==> src/rtl/io_bus_arbiter_if.sv <==
// rtl/io_bus_arbiter_if.sv - master-side and io-side signal bundle for io_bus_arbiter.
// Lock inputs exist only when IO_ARB_LOCK_EN is defined.
interface io_bus_arbiter_if #(
    parameter int ADDR_W = 8,
    parameter int DATA_W = 8
);
    logic              m0_req;
    logic              m0_we;
    logic [ADDR_W-1:0] m0_addr;
    logic [DATA_W-1:0] m0_wdata;
    logic              m0_ack;
    logic [DATA_W-1:0] m0_rdata;

    logic              m1_req;
    logic              m1_we;
    logic [ADDR_W-1:0] m1_addr;
    logic [DATA_W-1:0] m1_wdata;
    logic              m1_ack;
    logic [DATA_W-1:0] m1_rdata;

    logic [ADDR_W-1:0] io_address;
    logic [DATA_W-1:0] io_din;
    logic              io_w_en;
    logic              io_r_en;
    logic [DATA_W-1:0] io_dout;

`ifdef IO_ARB_LOCK_EN
    logic              m0_lock;
    logic              m1_lock;
`endif

    modport slave (
`ifdef IO_ARB_LOCK_EN
        input  m0_lock, m1_lock,
`endif
        input  m0_req, m0_we, m0_addr, m0_wdata,
        output m0_ack, m0_rdata,
        input  m1_req, m1_we, m1_addr, m1_wdata,
        output m1_ack, m1_rdata,
        output io_address, io_din, io_w_en, io_r_en,
        input  io_dout
    );

    modport master (
`ifdef IO_ARB_LOCK_EN
        output m0_lock, m1_lock,
`endif
        output m0_req, m0_we, m0_addr, m0_wdata,
        input  m0_ack, m0_rdata,
        output m1_req, m1_we, m1_addr, m1_wdata,
        input  m1_ack, m1_rdata,
        input  io_address, io_din, io_w_en, io_r_en,
        output io_dout
    );
endinterface

==> src/rtl/io_bus_arbiter.sv <==
// rtl/io_bus_arbiter.sv - round-robin two-master arbiter for the 8-bit io register bus.
// Optional IO_ARB_LOCK_EN adds m0_lock/m1_lock for back-to-back re-grant of the same master.
module io_bus_arbiter #(
    parameter int ADDR_W = 8,
    parameter int DATA_W = 8
) (
    input logic              clk,
    input logic              rst_n,
    io_bus_arbiter_if.slave  bus
);
    typedef enum logic [1:0] {
        IDLE   = 2'd0,
        ACCESS = 2'd1,
        RESP   = 2'd2
    } state_t;

    state_t            state_q, state_d;
    logic              grant_q, grant_d;
    logic              last_grant_q, last_grant_d;
    logic              lock_hold_q, lock_hold_d;
    logic              we_q, we_d;
    logic [ADDR_W-1:0] addr_q, addr_d;
    logic [DATA_W-1:0] wdata_q, wdata_d;
    logic [DATA_W-1:0] rdata0_q, rdata0_d;
    logic [DATA_W-1:0] rdata1_q, rdata1_d;

    logic lock0, lock1;
    logic holder_req, pick;
    logic ack0, ack1;

`ifdef IO_ARB_LOCK_EN
    assign lock0 = bus.m0_lock;
    assign lock1 = bus.m1_lock;
`else
    assign lock0 = 1'b0;
    assign lock1 = 1'b0;
`endif

    always_ff @(posedge clk or negedge rst_n) begin
        if (!rst_n) begin
            state_q      <= IDLE;
            grant_q      <= 1'b0;
            last_grant_q <= 1'b1;
            lock_hold_q  <= 1'b0;
            we_q         <= 1'b0;
            addr_q       <= '0;
            wdata_q      <= '0;
            rdata0_q     <= '0;
            rdata1_q     <= '0;
        end else begin
            state_q      <= state_d;
            grant_q      <= grant_d;
            last_grant_q <= last_grant_d;
            lock_hold_q  <= lock_hold_d;
            we_q         <= we_d;
            addr_q       <= addr_d;
            wdata_q      <= wdata_d;
            rdata0_q     <= rdata0_d;
            rdata1_q     <= rdata1_d;
        end
    end

    // A held lock beats round-robin only while its owner keeps requesting.
    always_comb begin
        holder_req = last_grant_q ? bus.m1_req : bus.m0_req;
        if (lock_hold_q && holder_req) begin
            pick = last_grant_q;
        end else if (bus.m0_req && bus.m1_req) begin
            pick = ~last_grant_q;
        end else begin
            pick = bus.m1_req;
        end

        state_d = state_q;
        unique case (state_q)
            IDLE:    if (bus.m0_req || bus.m1_req) state_d = ACCESS;
            ACCESS:  state_d = RESP;
            RESP:    state_d = IDLE;
            default: state_d = IDLE;
        endcase
    end

    always_comb begin
        grant_d      = grant_q;
        last_grant_d = last_grant_q;
        lock_hold_d  = lock_hold_q;
        we_d         = we_q;
        addr_d       = addr_q;
        wdata_d      = wdata_q;
        rdata0_d     = rdata0_q;
        rdata1_d     = rdata1_q;
        unique case (state_q)
            IDLE: begin
                lock_hold_d = 1'b0;
                if (bus.m0_req || bus.m1_req) begin
                    grant_d = pick;
                    we_d    = pick ? bus.m1_we    : bus.m0_we;
                    addr_d  = pick ? bus.m1_addr  : bus.m0_addr;
                    wdata_d = pick ? bus.m1_wdata : bus.m0_wdata;
                end
            end
            RESP: begin
                last_grant_d = grant_q;
                lock_hold_d  = grant_q ? lock1 : lock0;
                if (!we_q) begin
                    if (grant_q) rdata1_d = bus.io_dout;
                    else         rdata0_d = bus.io_dout;
                end
            end
            default: ;
        endcase
    end

    assign ack0 = (state_q == RESP) && !grant_q;
    assign ack1 = (state_q == RESP) &&  grant_q;

    assign bus.io_address = addr_q;
    assign bus.io_din     = wdata_q;
    assign bus.io_w_en    = (state_q == ACCESS) &&  we_q;
    assign bus.io_r_en    = (state_q == ACCESS) && !we_q;
    assign bus.m0_ack     = ack0;
    assign bus.m1_ack     = ack1;

    // io_dout only becomes valid in the ack cycle, so it is forwarded then and held afterwards.
    assign bus.m0_rdata = (ack0 && !we_q) ? bus.io_dout : rdata0_q;
    assign bus.m1_rdata = (ack1 && !we_q) ? bus.io_dout : rdata1_q;
endmodule

==> src/flat_wrapper.sv <==
// flat-port wrapper written by rule: the top's interface ports become plain ports
module io_bus_arbiter_flat 
#(
    parameter int ADDR_W = 8,
    parameter int DATA_W = 8
)
  (clk, rst_n, bus_m0_req, bus_m0_we, bus_m0_addr, bus_m0_wdata, bus_m0_ack, bus_m0_rdata, bus_m1_req, bus_m1_we, bus_m1_addr, bus_m1_wdata, bus_m1_ack, bus_m1_rdata, bus_io_address, bus_io_din, bus_io_w_en, bus_io_r_en, bus_io_dout);
  io_bus_arbiter_if #(.ADDR_W(ADDR_W), .DATA_W(DATA_W)) bus_i ();
  input logic clk;
  input logic rst_n;
  input wire logic [$bits(bus_i.m0_req)-1:0] bus_m0_req;
  input wire logic [$bits(bus_i.m0_we)-1:0] bus_m0_we;
  input wire logic [$bits(bus_i.m0_addr)-1:0] bus_m0_addr;
  input wire logic [$bits(bus_i.m0_wdata)-1:0] bus_m0_wdata;
  output wire logic [$bits(bus_i.m0_ack)-1:0] bus_m0_ack;
  output wire logic [$bits(bus_i.m0_rdata)-1:0] bus_m0_rdata;
  input wire logic [$bits(bus_i.m1_req)-1:0] bus_m1_req;
  input wire logic [$bits(bus_i.m1_we)-1:0] bus_m1_we;
  input wire logic [$bits(bus_i.m1_addr)-1:0] bus_m1_addr;
  input wire logic [$bits(bus_i.m1_wdata)-1:0] bus_m1_wdata;
  output wire logic [$bits(bus_i.m1_ack)-1:0] bus_m1_ack;
  output wire logic [$bits(bus_i.m1_rdata)-1:0] bus_m1_rdata;
  output wire logic [$bits(bus_i.io_address)-1:0] bus_io_address;
  output wire logic [$bits(bus_i.io_din)-1:0] bus_io_din;
  output wire logic [$bits(bus_i.io_w_en)-1:0] bus_io_w_en;
  output wire logic [$bits(bus_i.io_r_en)-1:0] bus_io_r_en;
  input wire logic [$bits(bus_i.io_dout)-1:0] bus_io_dout;
  assign bus_i.m0_req = bus_m0_req;
  assign bus_i.m0_we = bus_m0_we;
  assign bus_i.m0_addr = bus_m0_addr;
  assign bus_i.m0_wdata = bus_m0_wdata;
  assign bus_m0_ack = bus_i.m0_ack;
  assign bus_m0_rdata = bus_i.m0_rdata;
  assign bus_i.m1_req = bus_m1_req;
  assign bus_i.m1_we = bus_m1_we;
  assign bus_i.m1_addr = bus_m1_addr;
  assign bus_i.m1_wdata = bus_m1_wdata;
  assign bus_m1_ack = bus_i.m1_ack;
  assign bus_m1_rdata = bus_i.m1_rdata;
  assign bus_io_address = bus_i.io_address;
  assign bus_io_din = bus_i.io_din;
  assign bus_io_w_en = bus_i.io_w_en;
  assign bus_io_r_en = bus_i.io_r_en;
  assign bus_i.io_dout = bus_io_dout;
  io_bus_arbiter #(.ADDR_W(ADDR_W), .DATA_W(DATA_W)) u_core (.clk(clk), .rst_n(rst_n), .bus(bus_i));
endmodule
==> config.mk <==
export PLATFORM = sky130hd
export DESIGN_NAME = io_bus_arbiter_flat
export DESIGN_NICKNAME = d
export VERILOG_FILES = /design/src/rtl/io_bus_arbiter_if.sv /design/src/rtl/io_bus_arbiter.sv /design/src/flat_wrapper.sv
export SDC_FILE = /design/constraint.sdc
export NUM_CORES = 1
export LEC_CHECK = 0
export BUFFER_PORTS_ARGS = -buffer_cell sky130_fd_sc_hd__buf_2
export CAP_MARGIN = 0
export CORE_MARGIN = 2
export CORE_UTILIZATION = 50
export DETAILED_ROUTE_END_ITERATION = 12
export PLACE_DENSITY = 0.82
export SLEW_MARGIN = 20
export SYNTH_ARGS = -nofsm -noshare
export SYNTH_HDL_FRONTEND = slang
export SYNTH_SLANG_ARGS = --single-unit
==> constraint.sdc <==
create_clock -name clk -period 4.46 [get_ports clk]
set_input_delay 0.669 -clock clk [delete_from_list [all_inputs] [get_ports clk]]
set_output_delay 0.669 -clock clk [all_outputs]
set_load 0.005 [all_outputs]
-- Word-level counts from Yosys, hierarchy flattened
Cells that the tools add are included.
- word-level logic and storage cells: 36
- bits in writable memories: 0
- memory bits (read-only): 0
- latch bits: 0
- memories: 0
- register bits after elaboration: 37
- order comparisons: 0
- div/mod/pow operators: 0
- bitwise gates (word level): 3
- $add $sub $neg: 0
- shift operators: 0
- muxes and demuxes: 8
- reduce and logical (&&, ||, !) cells: 14
- multiply operators: 0
- equality and inequality tests: 3
- operators by type and width (kind ; count):
    8-bit two-way mux ; 4
    1-bit logical AND ; 7
    3-bit AND reduction ; 2
    2-bit one-hot mux with 2 select lines ; 1
    1-bit NOT ; 3
    2-bit by 1-bit equality test with 1-bit output, second input constant ; 1
    2-bit equality test, second input constant ; 1
    1-bit zero test ; 2
    2-bit zero test ; 1
    1-bit two-way mux ; 2
    2-bit two-way mux ; 1
    2-bit by 1-bit inequality test with 1-bit output, second input constant ; 1
    2-bit AND reduction ; 1
    1-bit logical OR ; 1

-- Logic depth before layout (Yosys ltp)
Gate-level depths: netlist of run 1.
- depth after elaboration: 4
- gate-level depth with buffers: 5

-- Worst setup path before layout of run 1
No wires, ideal clock.
- path type: reg2out
- start: register u_core.state_q[0]
- end: output port bus_m1_rdata[1]
- cell stages (with the launch flop): 5
- data required time: 3791 ps
- arrival: 1435 ps
- setup slack: 2356 ps
- path through: dfrtp_1 > nand2b_2 > nor3_4 > buf_6 > mux2_2
- cells in the longest elaborated chain, start to end: 4
- RTL lines (element ; line ; text):
    start, declared ; io_bus_arbiter.sv:17 ; state_t state_q, state_d;
    start signal, assigned ; io_bus_arbiter.sv:51 ; state_q <= state_d;
    2-bit equality test ; io_bus_arbiter.sv:115 ; assign ack1 = (state_q == RESP) && grant_q;
    1-bit logical AND ; io_bus_arbiter.sv:115 ;
    1-bit logical AND ; io_bus_arbiter.sv:126 ; assign bus.m1_rdata = (ack1 && !we_q) ? bus.io_dout : rdata1_q;
    8-bit two-way mux ; io_bus_arbiter.sv:126 ;
    end, declared ; flat_wrapper.sv:22 ; output wire logic [$bits(bus_i.m1_rdata)-1:0] bus_m1_rdata;
Every way passes these cells.

-- Final worst setup path of run 1
- start: register u_core.state_q[0]
- end: output port bus_m1_rdata[4]
Same word-level chain as after synthesis.

==> results of run 1 <==
==> kinds of logic after synthesis <==
| group | after synthesis |
|---|---|
| AND/OR/NAND/NOR | 10 |
| flip-flops | 37 |
| AO/OA/AOI/OAI | 3 |
| buffers and inverters | 6 |
| multiplexers | 66 |
==> flip-flops by register name, summed over array words and instances (netlist names) <==
signal	cells
u_core.grant_q	1
u_core.rdata1_q	8
u_core.state_q	2
u_core.last_grant_q	1
u_core.bus.io_din	8
u_core.rdata0_q	8
u_core.we_q	1
u_core.bus.io_address	8
==> power groups by stage <==
stage | registers (mW) | logic [mW] | clock network, mW
2_1_floorplan | 0.605 | 0.461 | 0
3_3_place_gp | 0.603 | 0.668 | 0
3_5_place_dp | 0.617 | 0.689 | 0
4_1_cts | 0.616 | 0.691 | 0.235
5_1_grt | 0.636 | 0.737 | 0.254
6_report | 0.614 | 0.677 | 0.227
==> final timing paths <==
check	to	depth (start not counted)
max in group asynchronous	u_core.bus.io_din[3]$_DFFE_PN0P_	1
min	u_core.rdata1_q[7]$_DFFE_PN0P_	1
max	bus_m1_rdata[4]	4
min reg2reg	u_core.bus.io_din[0]$_DFFE_PN0P_	1
max reg2reg	u_core.bus.io_din[0]$_DFFE_PN0P_	3
min in group clk	u_core.bus.io_din[0]$_DFFE_PN0P_	1
==> synthesized netlist by cell type (all sizes together) <==
cell / instances / area (um2)
mux2: 66 / 811
dfrtp: 36 / 901
buf: 5 / 61.3
nor2: 3 / 11.3
nor3: 3 / 48.8
nor2b: 2 / 12.5
a21bo: 1 / 10.0
a21o: 1 / 7.51
and2: 1 / 6.26
dfstp: 1 / 26.3
inv: 1 / 3.75
nand2b: 1 / 8.76
o32ai: 1 / 8.76
==> cell type report <==
| cell class | count | area, um2 |
|---|---|---|
| flip-flops and latches | 37 | 927 |
| fillers | 295 | 1250 |
| clock buffers | 7 | 86.3 |
| well taps | 48 | 60.1 |
| inverters | 1 | 3.75 |
| repair buffers | 81 | 405 |
| multi-input cells | 79 | 925 |
==> metal layers <==
| metal | part of all wire, % | global-route usage [%] | routed length [um] |
|---|---|---|---|
| met1 | 39 | 19.4 | 1380 |
| met2 | 53 | 34.1 | 1900 |
| met3 | 6.6 | 5.28 | 234 |
| met4 | 1.0 | 4.69 | 37 |
| met5 | 0 | 0 | 0 |
==> stage by stage <==
stage                     area [um2]  std cells  utilization [%]
final                           2410        253             65.8
after CTS                       2410        253             65.8
after detailed placement        2320        246             63.4
after global placement          2320        246             63.4
after floorplan                 1920        122                -
after global routing            2410        253             65.8
==> flow_summary.json, run 1 <==
{
  "status": "complete, no violations",
  "critical-path-max-stage-delay_ns": 0.59,
  "finalSetupViolations": 0,
  "seq_power_share_pct": 40.4,
  "core_um2": 3660,
  "ys_types": 17,
  "critPathLaunch": "u_core.state_q[0]$_DFFE_PN0P_",
  "io-pin-count": 82,
  "drv_slew": 0,
  "numPortBuffers": 81,
  "rows": 22,
  "worstSetupEndpointType": "output pin",
  "final_hold_viol_count": 0,
  "start_kind": "flip-flop",
  "period_minus_slack_ns": 2.78,
  "routed_via_density": 5.08,
  "cts_setup_buffers": 0,
  "syn-cell-area_um2": 1920,
  "cts.sinks": 37,
  "slew_headroom_pct": 35.5,
  "peakVddDrop_v": 0.000353,
  "p_switching_mw": 0.459,
  "wire_per_inst_um": 14.0,
  "dieArea_um2": 4340,
  "arrival_ns": 2.11,
  "synth_warnings": 0,
  "synth_fa_ha_area_share_pct": 0,
  "syn2layout_area_growth_pct": 25.6,
  "avgSynthCellArea_um2": 15.7,
  "synth-xor-area-share_pct": 0,
  "synth_mux_area_share_pct": 42.3,
  "cts_buffers": 5,
  "cts.path.max_buffers": 2,
  "die_h_um": 65.9,
  "ys_ff_latch": 37,
  "synth_compound_area_share_pct": 1.37,
  "start_util_pct": 52.4,
  "synth_top_family_by_area": "multiplexers",
  "fin_skew_ns": 0.00456,
  "grt_pass1_wl_um": 5890,
  "grt_max_degree": 38,
  "worst_ep_required_time_ns": 3.79,
  "worst_slack_ns": 1.68,
  "clock_latency_ns": 0.28,
  "rsz0062_at_grt": "false",
  "place_congestion": 0.818,
  "num_vias": 1286,
  "p_int_mw": 1.06,
  "layout_commonest_cell": "buf_2",
  "combPwrFrac_pct": 44.6,
  "synth_nets": 168,
  "grt-ovfl-total": 0,
  "wl_um": 3550,
  "power.share.clock_pct": 15.0,
  "whs_ns": 0.470,
  "grt_pass1_vias": 1368,
  "cp_max_fo": 16,
  "cp_top_family": "simple AND/OR/NAND/NOR gates",
  "ys_seq_area_share_pct": 48.4,
  "cellLeakagePower_nw": 1.20,
  "layout_common_cells": "buf_2, mux2_2, dfrtp_1, mux2_4, clkbuf_8",
  "fmax_ghz": 0.360,
  "cp_cell_sequence": "nand2b_2 -> nor3_4 -> mux2_2 -> buf_2",
  "cap_violations": 0,
  "synth_simple_gate_area_share_pct": 4.57,
  "die_w_um": 65.9,
  "grt_usage_pct": 18.0,
  "hold_buffers": 0,
  "worstMarginPinSlew_ns": 0.964,
  "dp_hpwl_um": 2670,
  "detail_route.iter0.violations": 48,
  "p_sw_share_pct": 30.2,
  "pre_cts_ws_ns": 1.96,
  "fin_setup_tns_ns": 0,
  "cts_tree": "done",
  "pwr_density_cell_nw_per_um2": 630,
  "final_layout_size_suffix_gt1_share_pct": 76.6,
  "cp_slowest_cell": "nor3_4",
  "cts.repair.resized": 0,
  "htree_num_levels": 2,
  "root_buffer": "clkbuf_8",
  "total_power_mw": 1.52,
  "antenna_found_initial": 0,
  "final_antenna_net_count": 0,
  "layout.nets": 251,
  "min_path_type": "in2async",
  "critPathKind": "reg2out",
  "r2r_slack_ns": 2.48,
  "clk_pin_slew_ns": 0.07,
  "detail_route.first_pass.iterations": 4,
  "worst-path-buf-inv": 1,
  "diodes": 0,
  "syn_inst": 122,
  "finalCritPeriodShare_pct": 62.2,
  "timing.rr.start": "u_core.last_grant_q$_DFFE_PN1N_",
  "drc": 0
}
Power figures use the tool's default switching activity.
==> inputs of run 2 (changes only) <==
- ABC_AREA: unset -> 1
- CORE_UTILIZATION: 50 -> 47
- PLACE_DENSITY: 0.82 -> 0.78
- clock period: 4.46 -> 2.7 ns (I/O delays scaled with it)
==> flow_summary.json, run 2 <==
{
  "routed_via_density": 4.67,
  "cts.repair.resized": 0,
  "syn_inst": 254,
  "min_path_type": "in2async",
  "fin_setup_tns_ns": 0,
  "final.fill_count": 383,
  "status": "complete, no violations",
  "die_w_um": 67.6,
  "cts_tree": "done",
  "grt_pass1_wl_um": 6670,
  "seq_power_share_pct": 40.2,
  "peakVddDrop_v": 0.000392,
  "pre_cts_ws_ns": 0.945,
  "start_util_pct": 48.2,
  "fmax_ghz": 0.484,
  "root_buffer": "clkbuf_8",
  "avgSynthCellArea_um2": 7.49,
  "cp_cell_sequence": "inv_2 -> nor2_2 -> buf_4 -> nand2_2 -> nand2_1 -> nand2_1 -> buf_2",
  "synth_area_leader_cell": "dfrtp_1",
  "finalCritPeriodShare_pct": 76.5,
  "drc": 0,
  "htree_num_levels": 2,
  "num_vias": 1798,
  "finalSetupViolations": 0,
  "crit_top_cell": "nand2_1",
  "p_switching_mw": 0.965,
  "ys_ff_latch": 37,
  "clk_pin_slew_ns": 0.07,
  "cap_violations": 0,
  "synth_top_cell_area_share_pct": 47.4,
  "dieArea_um2": 4570,
  "ys_seq_area_share_pct": 48.8,
  "detail_route.iter0.violations": 102,
  "cts.sinks": 37,
  "dp_hpwl_um": 3070,
  "numPortBuffers": 81,
  "layout_common_cells": "nand2_1, buf_2, nand3_1, inv_1, dfrtp_1",
  "synth.most_common_cell": "nand2_1",
  "detail_route.first_pass.iterations": 4,
  "cts_buffers": 5,
  "grt-ovfl-total": 0,
  "cellLeakagePower_nw": 1.51,
  "core_um2": 3940,
  "antenna_found_initial": 0,
  "final_layout_size_suffix_gt1_share_pct": 29.3,
  "final_antenna_net_count": 0,
  "rsz0062_at_grt": "false",
  "hold_buffers": 0,
  "grt_usage_pct": 19.8,
  "cts_setup_buffers": 0,
  "cp_max_fo": 12,
  "synth_nets": 300,
  "start_kind": "flip-flop",
  "synthTopCellsByCount": "nand2_1, nand3_1, inv_1",
  "syn-cell-area_um2": 1900,
  "fin_skew_ns": 0.00889,
  "clock_latency_ns": 0.29,
  "rows": 23,
  "slew_headroom_pct": 45.7,
  "p_sw_share_pct": 39.5,
  "cp_slowest_cell": "dfrtp_1",
  "p_int_mw": 1.48,
  "power.share.clock_pct": 16.3,
  "io-pin-count": 82,
  "final_hold_viol_count": 0,
  "period_minus_slack_ns": 2.07,
  "critPathKind": "reg2out",
  "dp_cells": 377,
  "grt_pass1_vias": 1490,
  "critical-path-max-stage-delay_ns": 0.41,
  "multi_input_area_um2": 749,
  "synthTopCellsByArea": "dfrtp_1, nand2_1, nand3_1, inv_1, buf_6",
  "grt_max_degree": 38,
  "wl_um": 4260,
  "arrival_ns": 1.66,
  "diodes": 0,
  "worst_slack_ns": 0.633,
  "die_h_um": 67.6,
  "worstSetupEndpointType": "output pin",
  "pwr_density_cell_nw_per_um2": 1020,
  "drv_slew": 0,
  "worstMarginPinSlew_ns": 0.815,
  "ys.flop_type": "dfrtp_1",
  "place_congestion": 0.722,
  "synthArstFlopShare_pct": 100,
  "final_cells": 385,
  "worst_ep_required_time_ns": 2.30,
  "whs_ns": 0.209,
  "layout.nets": 380,
  "reg2reg_depth": 6,
  "seq_area_um2": 927,
  "ys_types": 18,
  "cts.path.max_buffers": 2,
  "synth_warnings": 0,
  "wire_per_inst_um": 11.1,
  "synth_edf_count": 0,
  "combPwrFrac_pct": 43.5,
  "layout_commonest_cell": "nand2_1",
  "syn2layout_area_growth_pct": 25.6
}
==> run 2: cell type report <==
type                       instances  area share (%)
clock buffer                       8            3.77
inverter                          39            6.13
multi-input combinational        169            31.4
sequential                        37            38.8
tap                               50            2.62
timing repair buffer              82            17.3
==> run 2: kinds of logic (layout without fill, tap and decap cells) <==
group	after synthesis	count (layout)	share of synthesized area, %
simple gates	167	167	38.3
buf+inv	48	129	11.8
compound gates	2	2	1.12
flops	37	37	48.8
==> run 2: metrics by stage <==
stage | area (um2) | util, % | total power, mW
final | 2390 | 60.6 | 2.44
after global routing | 2390 | 60.6 | 2.68
after CTS | 2390 | 60.6 | 2.47
after detailed placement | 2300 | 58.3 | 2.07
after global placement | 2300 | 58.3 | 2.04
after floorplan | 1900 | - | 1.67
==> run 2: final timing paths <==
check / slack, ns / endpoint / startpoint
min reg2reg: 0.47 / u_core.rdata1_q[7]$_DFFE_PN0P_ / u_core.rdata1_q[7]$_DFFE_PN0P_
min: 0.21 / u_core.bus.io_din[1]$_DFFE_PN0P_ / rst_n
max reg2reg: 1.34 / u_core.rdata0_q[4]$_DFFE_PN0P_ / u_core.state_q[1]$_DFFE_PN0P_
max in group asynchronous: 1.98 / u_core.state_q[1]$_DFFE_PN0P_ / rst_n
min in group clk: 0.40 / u_core.bus.io_address[4]$_DFFE_PN0P_ / bus_m0_addr[4]
max: 0.63 / bus_m0_rdata[5] / u_core.state_q[1]$_DFFE_PN0P_
==> run 2: metal layers <==
metal	share of wire, %	vias to the layer above	track usage, %
li1	-	945	-
met1	46	771	25.9
met2	44	75	31.1
met3	8.5	7	5.00
met4	1.6	0	8.42
met5	0	-	0
==> run 2: worst max-delay path: cells and delay by family, from the launching register on <==
kind / cells / cell delay [ns]
AND/OR/NAND/NOR: 4 / 0.56
buffers and inverters: 3 / 0.42
flip-flops: 1 / 0.41
==> run 2: power by group through the flow <==
stage          Combinational [mW]  Sequential (mW)  Clock [mW]
3_5_place_dp                 1.09            0.983           0
2_1_floorplan               0.698            0.968           0
6_report                     1.06            0.983       0.397
4_1_cts                      1.08            0.982       0.404
3_3_place_gp                 1.06            0.987           0
5_1_grt                      1.23             1.02       0.432
